==> src/rtl/audio_mixer_sd.sv <==
// audio_mixer_sd: NCH-channel stereo mixer with per-channel left/right gain,
// one shared multiply-accumulate per side, output saturation and a
// first-order sigma-delta DAC per side.
module audio_mixer_sd #(
   parameter int NCH = 4,
   parameter int IW  = 8,
   parameter int GW  = 4,
   parameter int OW  = 10
) (
   input  logic                      clk,
   input  logic                      rst_n,
   input  logic [NCH*IW-1:0]         ch_in,
   input  logic                      sample_en,
   input  logic                      gain_we,
   input  logic [$clog2(2*NCH)-1:0]  gain_addr,
   input  logic [GW-1:0]             gain_data,
   output logic                      audio_left,
   output logic                      audio_right,
   output logic [OW-1:0]             level_l,
   output logic [OW-1:0]             level_r,
   output logic                      busy,
   output logic                      clip_l,
   output logic                      clip_r,
   output logic                      overrun
);

   // Accumulator is sized so that NCH full-scale products can never wrap.
   localparam int AW  = IW + GW + $clog2(NCH);
   localparam int IXW = (NCH > 1) ? $clog2(NCH) : 1;
   localparam int NG  = 2 * NCH;
   localparam int CW  = (AW > OW + 1) ? AW : OW + 1;
   localparam logic [GW-1:0] UNITY = GW'(1 << (GW - 1));
   localparam logic [CW-1:0] MAXL  = CW'((64'd1 << OW) - 64'd1);

   typedef enum logic [1:0] {IDLE, ACC, SAT} state_t;

   state_t            state;
   state_t            state_nxt;
   logic [GW-1:0]     gain [NG];
   logic [IW-1:0]     smp  [NCH];
   logic [GW-1:0]     gsl  [NCH];
   logic [GW-1:0]     gsr  [NCH];
   logic [AW-1:0]     acc_l;
   logic [AW-1:0]     acc_r;
   logic [IXW-1:0]    idx;
   logic [OW-1:0]     dac_l;
   logic [OW-1:0]     dac_r;
   logic [OW:0]       sum_l;
   logic [OW:0]       sum_r;
   logic              accept;

   // One channel's contribution, widened so the product fits unchanged.
   function automatic logic [AW-1:0] mac(input logic [IW-1:0] s, input logic [GW-1:0] g);
      return AW'(s) * AW'(g);
   endfunction

   // Drop the unity-gain fraction bits, then clamp to full-scale DAC level.
   function automatic logic [OW-1:0] sat_level(input logic [AW-1:0] a);
      logic [CW-1:0] m;
      m = CW'(a >> (GW - 1));
      return (m > MAXL) ? MAXL[OW-1:0] : m[OW-1:0];
   endfunction

   function automatic logic is_clip(input logic [AW-1:0] a);
      logic [CW-1:0] m;
      m = CW'(a >> (GW - 1));
      return (m > MAXL);
   endfunction

   assign accept = (state == IDLE) && sample_en;

   // FSM state register.
   always_ff @(posedge clk or negedge rst_n) begin
      if (!rst_n) state <= IDLE;
      else        state <= state_nxt;
   end

   // FSM next-state logic: IDLE -> ACC (NCH cycles) -> SAT (1 cycle) -> IDLE.
   always_comb begin
      state_nxt = state;
      case (state)
         IDLE:    if (sample_en) state_nxt = ACC;
         ACC:     if (idx == IXW'(NCH - 1)) state_nxt = SAT;
         SAT:     state_nxt = IDLE;
         default: state_nxt = IDLE;
      endcase
   end

   // FSM outputs.
   always_comb begin
      busy = (state != IDLE);
   end

   // Gain table; writes land in any state, the running mix uses its snapshot.
   always_ff @(posedge clk or negedge rst_n) begin
      if (!rst_n) begin
         for (int i = 0; i < NG; i++) gain[i] <= UNITY;
      end else if (gain_we && (int'(gain_addr) < NG)) begin
         gain[gain_addr] <= gain_data;
      end
   end

   // Snapshot on accept, then one multiply-accumulate per side per cycle.
   always_ff @(posedge clk) begin
      if (accept) begin
         for (int k = 0; k < NCH; k++) begin
            smp[k] <= ch_in[k*IW +: IW];
            gsl[k] <= gain[2*k];
            gsr[k] <= gain[2*k+1];
         end
         acc_l <= '0;
         acc_r <= '0;
         idx   <= '0;
      end else if (state == ACC) begin
         acc_l <= acc_l + mac(smp[idx], gsl[idx]);
         acc_r <= acc_r + mac(smp[idx], gsr[idx]);
         idx   <= idx + 1'b1;
      end
   end

   // Level update with clip flags in SAT, plus dropped-strobe detection.
   always_ff @(posedge clk or negedge rst_n) begin
      if (!rst_n) begin
         level_l <= '0;
         level_r <= '0;
         clip_l  <= 1'b0;
         clip_r  <= 1'b0;
         overrun <= 1'b0;
      end else begin
         clip_l  <= 1'b0;
         clip_r  <= 1'b0;
         overrun <= sample_en && (state != IDLE);
         if (state == SAT) begin
            level_l <= sat_level(acc_l);
            level_r <= sat_level(acc_r);
            clip_l  <= is_clip(acc_l);
            clip_r  <= is_clip(acc_r);
         end
      end
   end

   // Sigma-delta sums: the carry out is the output bit.
   always_comb begin
      sum_l = {1'b0, dac_l} + {1'b0, level_l};
      sum_r = {1'b0, dac_r} + {1'b0, level_r};
   end

   // Sigma-delta accumulators; not cleared on level change, only on reset.
   always_ff @(posedge clk or negedge rst_n) begin
      if (!rst_n) begin
         dac_l       <= '0;
         dac_r       <= '0;
         audio_left  <= 1'b0;
         audio_right <= 1'b0;
      end else begin
         dac_l       <= sum_l[OW-1:0];
         dac_r       <= sum_r[OW-1:0];
         audio_left  <= sum_l[OW];
         audio_right <= sum_r[OW];
      end
   end

endmodule
==> config.mk <==
export PLATFORM = sky130hd
export DESIGN_NAME = audio_mixer_sd
export DESIGN_NICKNAME = d
export VERILOG_FILES = /design/src/rtl/audio_mixer_sd.sv
export SDC_FILE = /design/constraint.sdc
export NUM_CORES = 1
export LEC_CHECK = 0
export ABC_CLOCK_PERIOD_IN_PS = 5500
export CORE_MARGIN = 2
export CORE_UTILIZATION = 45
export CTS_CLUSTER_DIAMETER = 100
export CTS_CLUSTER_SIZE = 12
export DETAILED_ROUTE_END_ITERATION = 12
export PLACE_DENSITY = 0.74
export SLEW_MARGIN = 20
export SYNTH_ARGS = -nofsm -noshare
export SYNTH_HDL_FRONTEND = slang
export SYNTH_SLANG_ARGS = --single-unit
export TNS_END_PERCENT = 30
==> constraint.sdc <==
create_clock -name clk -period 5.5 [get_ports clk]
set_input_delay 0.55 -clock clk [delete_from_list [all_inputs] [get_ports clk]]
set_output_delay 0.55 -clock clk [all_outputs]
set_load 0.02 [all_outputs]
Word-level counts from Yosys, hierarchy flattened. Memory sizes are Yosys's and may differ from the RTL's. A register that Yosys moved wholly into a read port is not among the register bits. Index checks and enable logic that the tools add are counted.

Flip-flop bits (word level): 109. Bits in writable memories: 64. Input bits: 43. Output and inout port bits: 26. Logic and storage cells: 65. Memories kept: 3.

Add/sub/neg operators: 5. $mul: 2. $lt $le $gt $ge: 4. Eq/ne operators: 5. Mux-type cells: 18. Bitwise logic cells: 1. Reduce and logical (&&, ||, !) cells: 6.

Memory list: smp (depth 4, bits a word 8, read ports 1, clocked after memory_dff 1, write ports 4, line 40) `logic [IW-1:0] smp [NCH];`; gsl (depth 4, bits a word 4, read ports 1, clocked after memory_dff 1, write ports 4, line 41) `logic [GW-1:0] gsl [NCH];`; gsr (depth 4, bits a word 4, read ports 1, clocked after memory_dff 1, write ports 4, line 42) `logic [GW-1:0] gsr [NCH];`.

Operators with widths (number): 32-bit bitwise mux (1); 14-bit by 12-bit adder with 14-bit output (2); 8-bit by 4-bit multiplier with 12-bit output (2); 10-bit by 10-bit adder with 11-bit output (2); 11-bit by 10-bit greater-than comparator with 1-bit output, second input constant (2); 10-bit two-way mux (2); 2-bit two-way mux (8); 4-bit demux with 3-bit select (1); 2-bit equality test, second input constant (2); 4-bit greater-or-equal comparator, second input constant (1); 4-bit by 1-bit less-than comparator with 1-bit output, second input constant (1); 1-bit two-way mux (4); 4-bit two-way mux (1); 2-bit inequality test, second input constant (2); 3-bit NOT with 4-bit output (1); 2-bit one-hot mux with 2 select lines (1); 1-bit logical AND (3); 2-bit by 1-bit adder with 2-bit output, second input constant (1); 2-bit by 1-bit equality test with 1-bit output, second input constant (1); 2-bit zero test (1); 2-bit AND reduction (1); 2-bit nonzero test (1).

Longest topological paths before layout. Gate-level depths: netlist (run 1).

Depth in word-level cells: 6. Gate-level depth with buffers: 17. Depth with buffers taken out: 15.

Least setup slack after synthesis (run 1). Ideal clock, no wire load.

Path type: flip-flop to flip-flop. Start point: reg (tool-made name). End point: reg acc_l[10]. Setup time: 0.103 ns. Arrival time: 4.354 ns. Required time: 5.397 ns. Setup slack: 1.043 ns. Cell stages (with the launch flop): 17. Path buffers: 2. Period minus slack after synthesis: 4.457 ns. Cells stage by stage: dfxtp_1 buf_2 buf_6 mux4_2 and2_1 fa_1 fa_1 inv_1 fa_1 inv_1 ha_1 a21oi_2 o21bai_1 a21oi_1 nand2_1 and3_1 a2111oi_2.

RTL lines: to (signal assigned) (line 115) `acc_l <= acc_l + mac(smp[idx], gsl[idx]);`; to (decl) (line 43) `logic [AW-1:0] acc_l;`.

==> summary.md, run 1 <==
| Metric | Value |
|---|---|
| H-tree levels | `4` |
| Final cell count without fillers | `1193` |
| Synth unique cells | `52` |
| Post-DRT Antenna Nets | `0` |
| Grt total ovfl | `0` |
| Critical path type | `register to register` |
| DR vias/cell | `4.99` |
| Post-CTS setup buffers | `0` |
| Total GRT Usage | `0.167` |
| Inst Count DP | `1161` |
| TritonRoute pass-1 iters | `5` |
| First-pass GRT wire length | `29800 um` |
| Clock sink count | `175` |
| Metal3 WL | `685 um` |
| Final WL | `17300 um` |
| WL per Instance | `14.5 um` |
| Final hold violations | `0` |
| Met1 WL | `8190 um` |
| Drt drc | `0` |
| Nets@finish | `1057` |
| DP Worst Slack | `0.818 ns` |
| Number of synthesized flops with an enable pin | `64` |
| Crit-path max FO | `16` |
| Total Neg Setup Slack | `0 ns` |
| Initial antenna violation count | `0` |
| Inserted Diodes | `0` |
| Fin util | `0.533` |
| Post-synthesis cell count | `832` |
| Status | `finished, final reports clean` |
| # setup viols final | `0` |
| TritonCTS clock tree | `built` |
| Number of fill cells in the layout | `1742` |
| Hpwl dp | `13200 um` |
| GPL Wtd Cong | `0.899` |
| Dominant synthesized flop cell | `dfrtp_1` |
| Slack of the critical path | `0.830 ns` |
| Max_cap viols | `0` |
| Io pins | `69` |
| Max_slew headroom | `0.416` |
| CORE AREA | `21000 um2` |
| Worst hold path type | `input pin to async pin` |
| Fmax | `0.214 GHz` |
| Row count | `53` |
| TritonCTS Buffers | `17` |
| Worst Skew | `0.0175 ns` |
| Post-cts sizing count | `0` |
| Via Count | `5948` |
| Worst Tran Pin Value | `0.875 ns` |
| Clock Latency Late Sink | `0.43 ns` |
| Fin crit period | `4.67 ns` |
| Cell with the most instances after synthesis | `inv_1` |
| Die H | `150 um` |
| Worst-path clk slew | `0.07 ns` |
| Commonest cells in the netlist | `110 x inv_1, 73 x nand2_1, 71 x dfrtp_1` |
| Post-synthesis sequential area ratio | `0.472` |
| Initial Utilization | `0.459` |
| Synthesized area | `9650 um2` |
| Chip width | `150 um` |
| Final slew viol count | `0` |
| Period Utilization, post-route | `0.849` |
| Layout cells sized above 1 | `0.115` |
| Largest net degree at the start of global routing | `80` |
| Met2 wire len | `8330 um` |
| Post-synth top area cell | `edfxtp_1` |
| Largest cells by area after synthesis | `edfxtp_1 20%, dfrtp_1 18%, fa_1 9.1%` |
| RSZ-0062 raised after global routing | `no` |
| Count of hold-fix buffers inserted at cts | `0` |
| Yosys warning count | `0` |
| Area Growth Syn to Fin | `16.1%` |
| Crit path DAT | `5.01 ns` |
| Critical path data required time | `5.84 ns` |
| Clk buf depth | `2` |
| Avg Cell Area, Syn | `11.6 um2` |
| CP endpoint kind | `register` |
| Vias in the first global route | `6090` |
| Worst setup SP type | `register` |
| Synth async-reset ratio | `0.451` |
| Root Driver | `clkbuf_16` |
| Post-synth top area share | `0.199` |
| Syn Nets | `984` |
| Yosys reg bits | `175` |
| I/O Buffers | `68` |
| Die ar. | `22600 um2` |
| Max layer used | `met4` |
| Initial drt markers | `334` |
state kept, by name (all words and copies together) (netlist names), 2 cells and up, named ones only:
| name | flops |
|---|---|
| acc_l | 14 |
| acc_r | 14 |
| dac_l | 10 |
| dac_r | 10 |
| gain | 32 |
| gsl | 16 |
| gsr | 16 |
| idx | 2 |
| level_l | 10 |
| level_r | 10 |
| smp | 32 |
| state | 2 |
cells by family after synthesis:
group	after synthesis	synth area share
mux	49	0.0758
simple gates	200	0.102
buf+inv	128	0.0511
xor+xnor	33	0.0300
fa+ha+maj	109	0.176
compound gates	138	0.0938
flops	175	0.472
worst max-delay path: stages (launching register included):
cell,delay (ns)
dfxtp_1,0.32
buf_4,0.29
mux4_2,0.65
and2_1,0.20
fa_1,0.51
fa_1,0.55
inv_1,0.05
fa_1,0.49
inv_1,0.04
ha_1,0.33
o21ai_0,0.24
nor2_1,0.12
o31ai_4,0.25
nor3_1,0.10
o31ai_2,0.21
mux2i_1,0.22
placed cells by master (no fill, tap or decap), types with 6 or more instances in the layout:
| cell type | netlist | final |
|---|---|---|
| xnor2_1 | 25 | 25 |
| nor2_1 | 38 | 38 |
| o21ai_0 | 23 | 23 |
| xor2_1 | 8 | 8 |
| mux2_2 | 32 | 32 |
| nand2_1 | 73 | 73 |
| clkdlybuf4s50_1 | 0 | 67 |
| mux4_2 | 16 | 16 |
| dfstp_2 | 8 | 8 |
| dfxtp_1 | 32 | 32 |
| o21ai_1 | 16 | 16 |
| ha_1 | 65 | 65 |
| o21bai_1 | 7 | 7 |
| edfxtp_1 | 64 | 64 |
| a21oi_1 | 44 | 44 |
| inv_1 | 110 | 109 |
| dfrtp_1 | 71 | 71 |
| and2_1 | 57 | 57 |
| o21a_1 | 6 | 6 |
| nand3_1 | 6 | 6 |
| clkbuf_16 | 0 | 17 |
| nor3_1 | 6 | 6 |
| fa_1 | 44 | 44 |
| a21o_1 | 13 | 13 |
final timing paths:
kind	cells after the start	end	slack [ns]
setup / recovery	15	acc_r[13]$_SDFFE_PP0P_	0.83
hold reg to reg	0	gsl[3][2]$_DFFE_PP_	0.44
max in group asynchronous	1	gain[30]$_DFFE_PN0P_	4.85
setup reg to reg	15	acc_r[13]$_SDFFE_PP0P_	0.83
hold / removal	1	dac_r[1]$_DFF_PN0_	0.14
min in group clk	0	gsl[3][2]$_DFFE_PP_	0.44
area by class of cell:
cell class | count | area, um2 | area share
Clock buffer | 23 | 468 | 0.0418
Timing Repair Buffer | 72 | 712 | 0.0636
Sequential cell | 175 | 4550 | 0.406
Tap cell | 275 | 344 | 0.0307
Multi-Input combinational cell | 529 | 4610 | 0.412
Inverter | 110 | 414 | 0.0370
Clock inverter | 9 | 98.8 | 0.00883
layer usage:
layer	vias up	global-route usage
li1	2968	-
met1	2866	0.233
met2	106	0.268
met3	8	0.0306
met4	0	0.0486
met5	-	0
through the flow:
step                hold WS, ns  cell area [um2]
global placement          0.425            10600
finish                    0.139            11200
detailed placement        0.427            10600
global route              0.214            11200
CTS                       0.322            11200
floorplan                 0.254             9650
Power of run 1 is not shown: default switching activity piles up to over one toggle a cycle in this logic, so the estimate is an artifact.
==> run 2: changes to the inputs <==
Settings changed: ABC_CLOCK_PERIOD_IN_PS 5500 to 4300.
Clock period 5.5 ns to 4.3 ns, I/O delays scaled along.
==> run 2 against run 1 <==
Against the previous run:
- hold slack got worse by 0.10 ns
- flip-flop and latch count did not move
- core utilization rose by 3.9 points
- non-clock buffer count rose by 48
- clock-buffer cell count fell by 5
- global-route usage rose by 0.99 points
- via count rose by 4.6%
- register-to-register slack got worse by 0.77 ns
- design area rose by 7.3%
- setup slack got worse by 0.77 ns
- largest cell class unchanged
==> summary.md, run 2 (synthesized netlist as in run 1, its figures left out) <==
| Metric | Value |
|---|---|
| Initial Utilization | `0.459` |
| I/O Buffers | `68` |
| Inserted Diodes | `0` |
| Worst-path clk slew | `0.07 ns` |
| Chip width | `150 um` |
| Final hold violations | `0` |
| Commonest non-fill, non-tap cells in the layout | `101 x inv_1, 71 x dfrtp_1, 70 x nand2_1` |
| Crit-path max FO | `6` |
| Nets@finish | `1105` |
| Crit. path cell count | `15` |
| Delay-heaviest family, CP | `adder cells` |
| Grt total ovfl | `0` |
| Crit path DAT | `4.61 ns` |
| Initial drt markers | `301` |
| TritonRoute pass-1 iters | `5` |
| Reg-to-reg endpoint | `acc_r[13]$_SDFFE_PP0P_` |
| Io pins | `69` |
| Die ar. | `22600 um2` |
| Initial antenna violation count | `0` |
| Clock sink count | `175` |
| Largest net degree at the start of global routing | `80` |
| GPL Wtd Cong | `0.897` |
| CP endpoint kind | `register` |
| Fin util | `0.572` |
| Critical path data required time | `4.67 ns` |
| Number of cells on the worst reg-to-reg path | `15` |
| Fin crit period | `4.24 ns` |
| Vias in the first global route | `6432` |
| Max_cap viols | `0` |
| Number of fill cells in the layout | `1660` |
| First-pass GRT wire length | `31500 um` |
| Final cell count without fillers | `1241` |
| WL per Instance | `15.1 um` |
| Hpwl dp | `13300 um` |
| Worst hold path type | `input pin to async pin` |
| Root Driver | `clkbuf_16` |
| Slowest-stage cell, CP | `mux4_2` |
| Layout cells sized above 1 | `0.229` |
| RSZ-0062 raised after global routing | `yes` |
| Drt drc | `0` |
| Worst path most repeated cell | `fa_1` |
| Critical path type | `register to register` |
| Reg2reg setup slack | `0.06 ns` |
| Cells along the critical path | `buf_12 > mux4_2 > and2_4 > fa_1 > fa_1 > inv_1 > fa_1 > inv_2 > ha_4 > a211oi_4 > nor2_4 > o31ai_4 > nor3_2 > o31ai_2 > mux2i_1` |
| Post-DRT Antenna Nets | `0` |
| Final slew viol count | `0` |
| CORE AREA | `21000 um2` |
| Most common cell after layout, fill and taps aside | `inv_1` |
| Period Utilization, post-route | `0.986` |
| Worst Skew | `0.00930 ns` |
| # setup viols final | `0` |
| Regs by FF count | `gain (32), smp (32)` |
| Row count | `53` |
| Area Growth Syn to Fin | `24.6%` |
| TritonCTS clock tree | `built` |
| Final WL | `18700 um` |
| Hold_ws | `0.0361 ns` |
| Inst Count DP | `1190` |
| Worst Tran Pin Value | `0.718 ns` |
| Worst setup SP type | `register` |
| DR vias/cell | `5.01` |
| CP max stage delay | `0.59 ns` |
| Fmax | `0.236 GHz` |
| Die H | `150 um` |
| TritonCTS Buffers | `17` |
| WP buf/inv | `3` |
| Clk buf depth | `2` |
| Max_slew headroom | `0.520` |
| Total GRT Usage | `0.177` |
| Clock Latency Late Sink | `0.44 ns` |
| Status | `finished, final reports clean` |
| H-tree levels | `4` |
| Via Count | `6219` |
==> run 2: how the worst max path moves through the flow <==
| stage | slack [ns] | endpoint | startpoint |
|---|---|---|---|
| 2_1_floorplan | 0.02 | acc_l[10]$_SDFFE_PP0P_ | register |
| 3_3_place_gp | -0.06 | acc_l[10]$_SDFFE_PP0P_ | register |
| 3_5_place_dp | -0.18 | acc_l[10]$_SDFFE_PP0P_ | register |
| 4_1_cts | 0.006 | acc_l[13]$_SDFFE_PP0P_ | register |
| 5_1_grt | -0.09 | acc_l[12]$_SDFFE_PP0P_ | register |
| 6_report | 0.06 | acc_r[13]$_SDFFE_PP0P_ | register |
==> run 2: area by class of cell <==
| type | instances | area (um2) | share of cell area |
|---|---|---|---|
| clock buffers | 18 | 439 | 0.0365 |
| clock inverters | 14 | 146 | 0.0122 |
| inverters | 110 | 414 | 0.0345 |
| multi-input cells | 529 | 4980 | 0.414 |
| flip-flops and latches | 175 | 4550 | 0.379 |
| well taps | 275 | 344 | 0.0286 |
| repair buffers | 120 | 1140 | 0.0948 |
==> run 2: routing by layer <==
metal,vias to the layer above,part of all wire,track usage,wire length [um]
li1,3072,-,-,-
met1,2985,0.45,0.239,8480
met4,0,0.017,0.0533,318
met5,-,0,0,0
met2,136,0.48,0.290,9070
met3,26,0.045,0.0345,840
==> run 2: timing repair <==
item | in CTS | in global routing
cloned | 1 | 0
pin swaps | 35 | 59
setup buffers | 13 | 6
resized for setup | 40 | 43
setup endpoints to repair | 14 | 14
hold buffers | 0 | 0
hold endpoints to repair | 0 | 0
==> run 2: per-stage QoR <==
step                TNS [ns]  cell area, um2  setup slack, ns
finish                     0           12000           0.0599
CTS                        0           11800          0.00600
global placement      -0.212           10900          -0.0566
global route          -0.475           12000          -0.0909
detailed placement     -1.16           10900           -0.181
floorplan                  0            9680           0.0188
Power of run 2 is left out for the same reason.
==> run 3: changes to the inputs <==
Settings changed: ABC_CLOCK_PERIOD_IN_PS 4300 to 3920.
Clock period 4.3 ns to 3.92 ns, I/O delays scaled along.
==> run 3 against run 2 <==
Against the previous run:
- the run now ends with negative hold slack, negative setup slack left
- core utilization decreased by 0.30 points
- die area stayed put
- hold slack got worse by 0.041 ns
- critical path depth is the same
- global-route usage decreased by 0.093 points
- cell count decreased by 0.40%
- sequential share of layout area up 0.20 points
- via count is 1.1% lower
- clock skew down 0.0017 ns
- wire length down 2.5%
- register-to-register slack got worse by 0.29 ns
- non-clock buffer count fell by 5
==> summary.md, run 3 (synthesized netlist as in run 1, its figures left out) <==
| Metric | Value |
|---|---|
| Hold_ws | `-0.00491 ns` |
| Post-DRT Antenna Nets | `0` |
| Commonest non-fill, non-tap cells in the layout | `102 x inv_1, 71 x dfrtp_1, 68 x nand2_1` |
| Drt drc | `0` |
| Worst hold path type | `input pin to async pin` |
| Fmax | `0.241 GHz` |
| # setup viols final | `17` |
| Total GRT Usage | `0.176` |
| Via Count | `6152` |
| Critical path type | `register to register` |
| Clk buf depth | `2` |
| Max_slew headroom | `0.395` |
| Most common cell after layout, fill and taps aside | `inv_1` |
| Crit-path max FO | `8` |
| Die ar. | `22600 um2` |
| Critical path data required time | `4.22 ns` |
| CP max stage delay | `0.59 ns` |
| Count of hold-fix buffers inserted at cts | `0` |
| Final hold violations | `6` |
| Root Driver | `clkbuf_16` |
| Worst Skew | `0.00760 ns` |
| Crit path DAT | `4.45 ns` |
| DR vias/cell | `4.98` |
| Initial antenna violation count | `0` |
| Grt total ovfl | `0` |
| Initial drt markers | `300` |
| TritonRoute pass-1 iters | `4` |
| WP buf/inv | `3` |
| Final WL | `18300 um` |
| GPL Wtd Cong | `0.862` |
| DP Worst Slack | `-0.328 ns` |
| Chip width | `150 um` |
| Worst setup SP type | `register` |
| Fin util | `0.569` |
| Area Growth Syn to Fin | `23.9%` |
| Clock sink count | `175` |
| Fin crit period | `4.15 ns` |
| Inserted Diodes | `0` |
| Worst-path clk slew | `0.07 ns` |
| First-pass GRT wire length | `31400 um` |
| Cells along the critical path | `buf_12 > mux4_2 > and2_4 > fa_1 > fa_1 > inv_2 > fa_1 > inv_2 > ha_4 > o21a_1 > o21a_1 > o22ai_2 > o211ai_1 > xnor2_1 > o21ai_1` |
| Die H | `150 um` |
| I/O Buffers | `68` |
| TritonCTS clock tree | `built` |
| Failing checks | `negative hold slack, negative setup slack` |
| Row count | `53` |
| Max_cap viols | `0` |
| Vias in the first global route | `6355` |
| Clock Latency Late Sink | `0.43 ns` |
| Period Utilization, post-route | `1.06` |
| Regs by FF count | `gain (32), smp (32)` |
| Slack of the critical path | `-0.228 ns` |
| CORE AREA | `21000 um2` |
| Initial Utilization | `0.459` |
| Nets@finish | `1100` |
| Status | `finished with violations` |
| WL per Instance | `14.8 um` |
| Inst Count DP | `1196` |
| CP endpoint kind | `register` |
| Final cell count without fillers | `1236` |
| Largest net degree at the start of global routing | `80` |
| TritonCTS Buffers | `17` |
| H-tree levels | `4` |
| Worst Tran Pin Value | `0.908 ns` |
| Delay-heaviest family, CP | `adder cells` |
| Layout cells sized above 1 | `0.233` |
| Hpwl dp | `13700 um` |
| Final slew viol count | `0` |
| Slowest-stage cell, CP | `mux4_2` |
| Io pins | `69` |
| Worst path most repeated cell | `fa_1` |
| RSZ-0062 raised after global routing | `yes` |
-- run 3: through the flow --
| step | TNS (ns) | hold slack, ns | cell area, um2 |
|---|---|---|---|
| 5_1_grt | -5.42 | 0.0505 | 12000 |
| 6_report | -2.40 | -0.00491 | 12000 |
| 3_3_place_gp | -2.44 | 0.425 | 11100 |
| 2_1_floorplan | -0.840 | 0.0964 | 9870 |
| 3_5_place_dp | -2.93 | 0.431 | 11100 |
| 4_1_cts | -2.35 | 0.158 | 11900 |
-- run 3: worst paths after layout --
check | startpoint | endpoint | slack [ns] | cells after the start
min | rst_n | level_r[3]$_DFFE_PN0N_ | -0.005 | 1
max | register | acc_r[12]$_SDFFE_PP0P_ | -0.23 | 15
max in group asynchronous | rst_n | gain[26]$_DFFE_PN0P_ | 3.42 | 1
max reg2reg | register | acc_r[12]$_SDFFE_PP0P_ | -0.23 | 15
min reg2reg | gain[8]$_DFFE_PN0P_ | gsr[2][0]$_DFFE_PP_ | 0.45 | 0
min in group clk | gain[8]$_DFFE_PN0P_ | gsr[2][0]$_DFFE_PP_ | 0.45 | 0
-- run 3: final cells by class --
type | count | area [um2]
Sequential cell | 175 | 4550
Inverter | 110 | 414
Clock inverter | 12 | 174
Clock buffer | 20 | 468
Multi-Input combinational cell | 529 | 4930
Tap cell | 275 | 344
Fill cell | 1695 | 9070
Timing Repair Buffer | 115 | 1070
-- run 3: routing by layer --
layer	routed length, um	track usage	vias up
met5	0	0	-
met4	264	0.0519	0
met3	529	0.0315	18
met2	8770	0.287	78
met1	8690	0.242	2997
li1	-	-	3059
-- run 3: repair_timing --
item,4_1_cts,5_1_grt
endpoints found under the setup margin,18,21
resized for setup,22,10
buffers inserted,4,4
pin swaps,25,20
hold endpoints to repair,0,0
Power of run 3 is left out for the same reason.
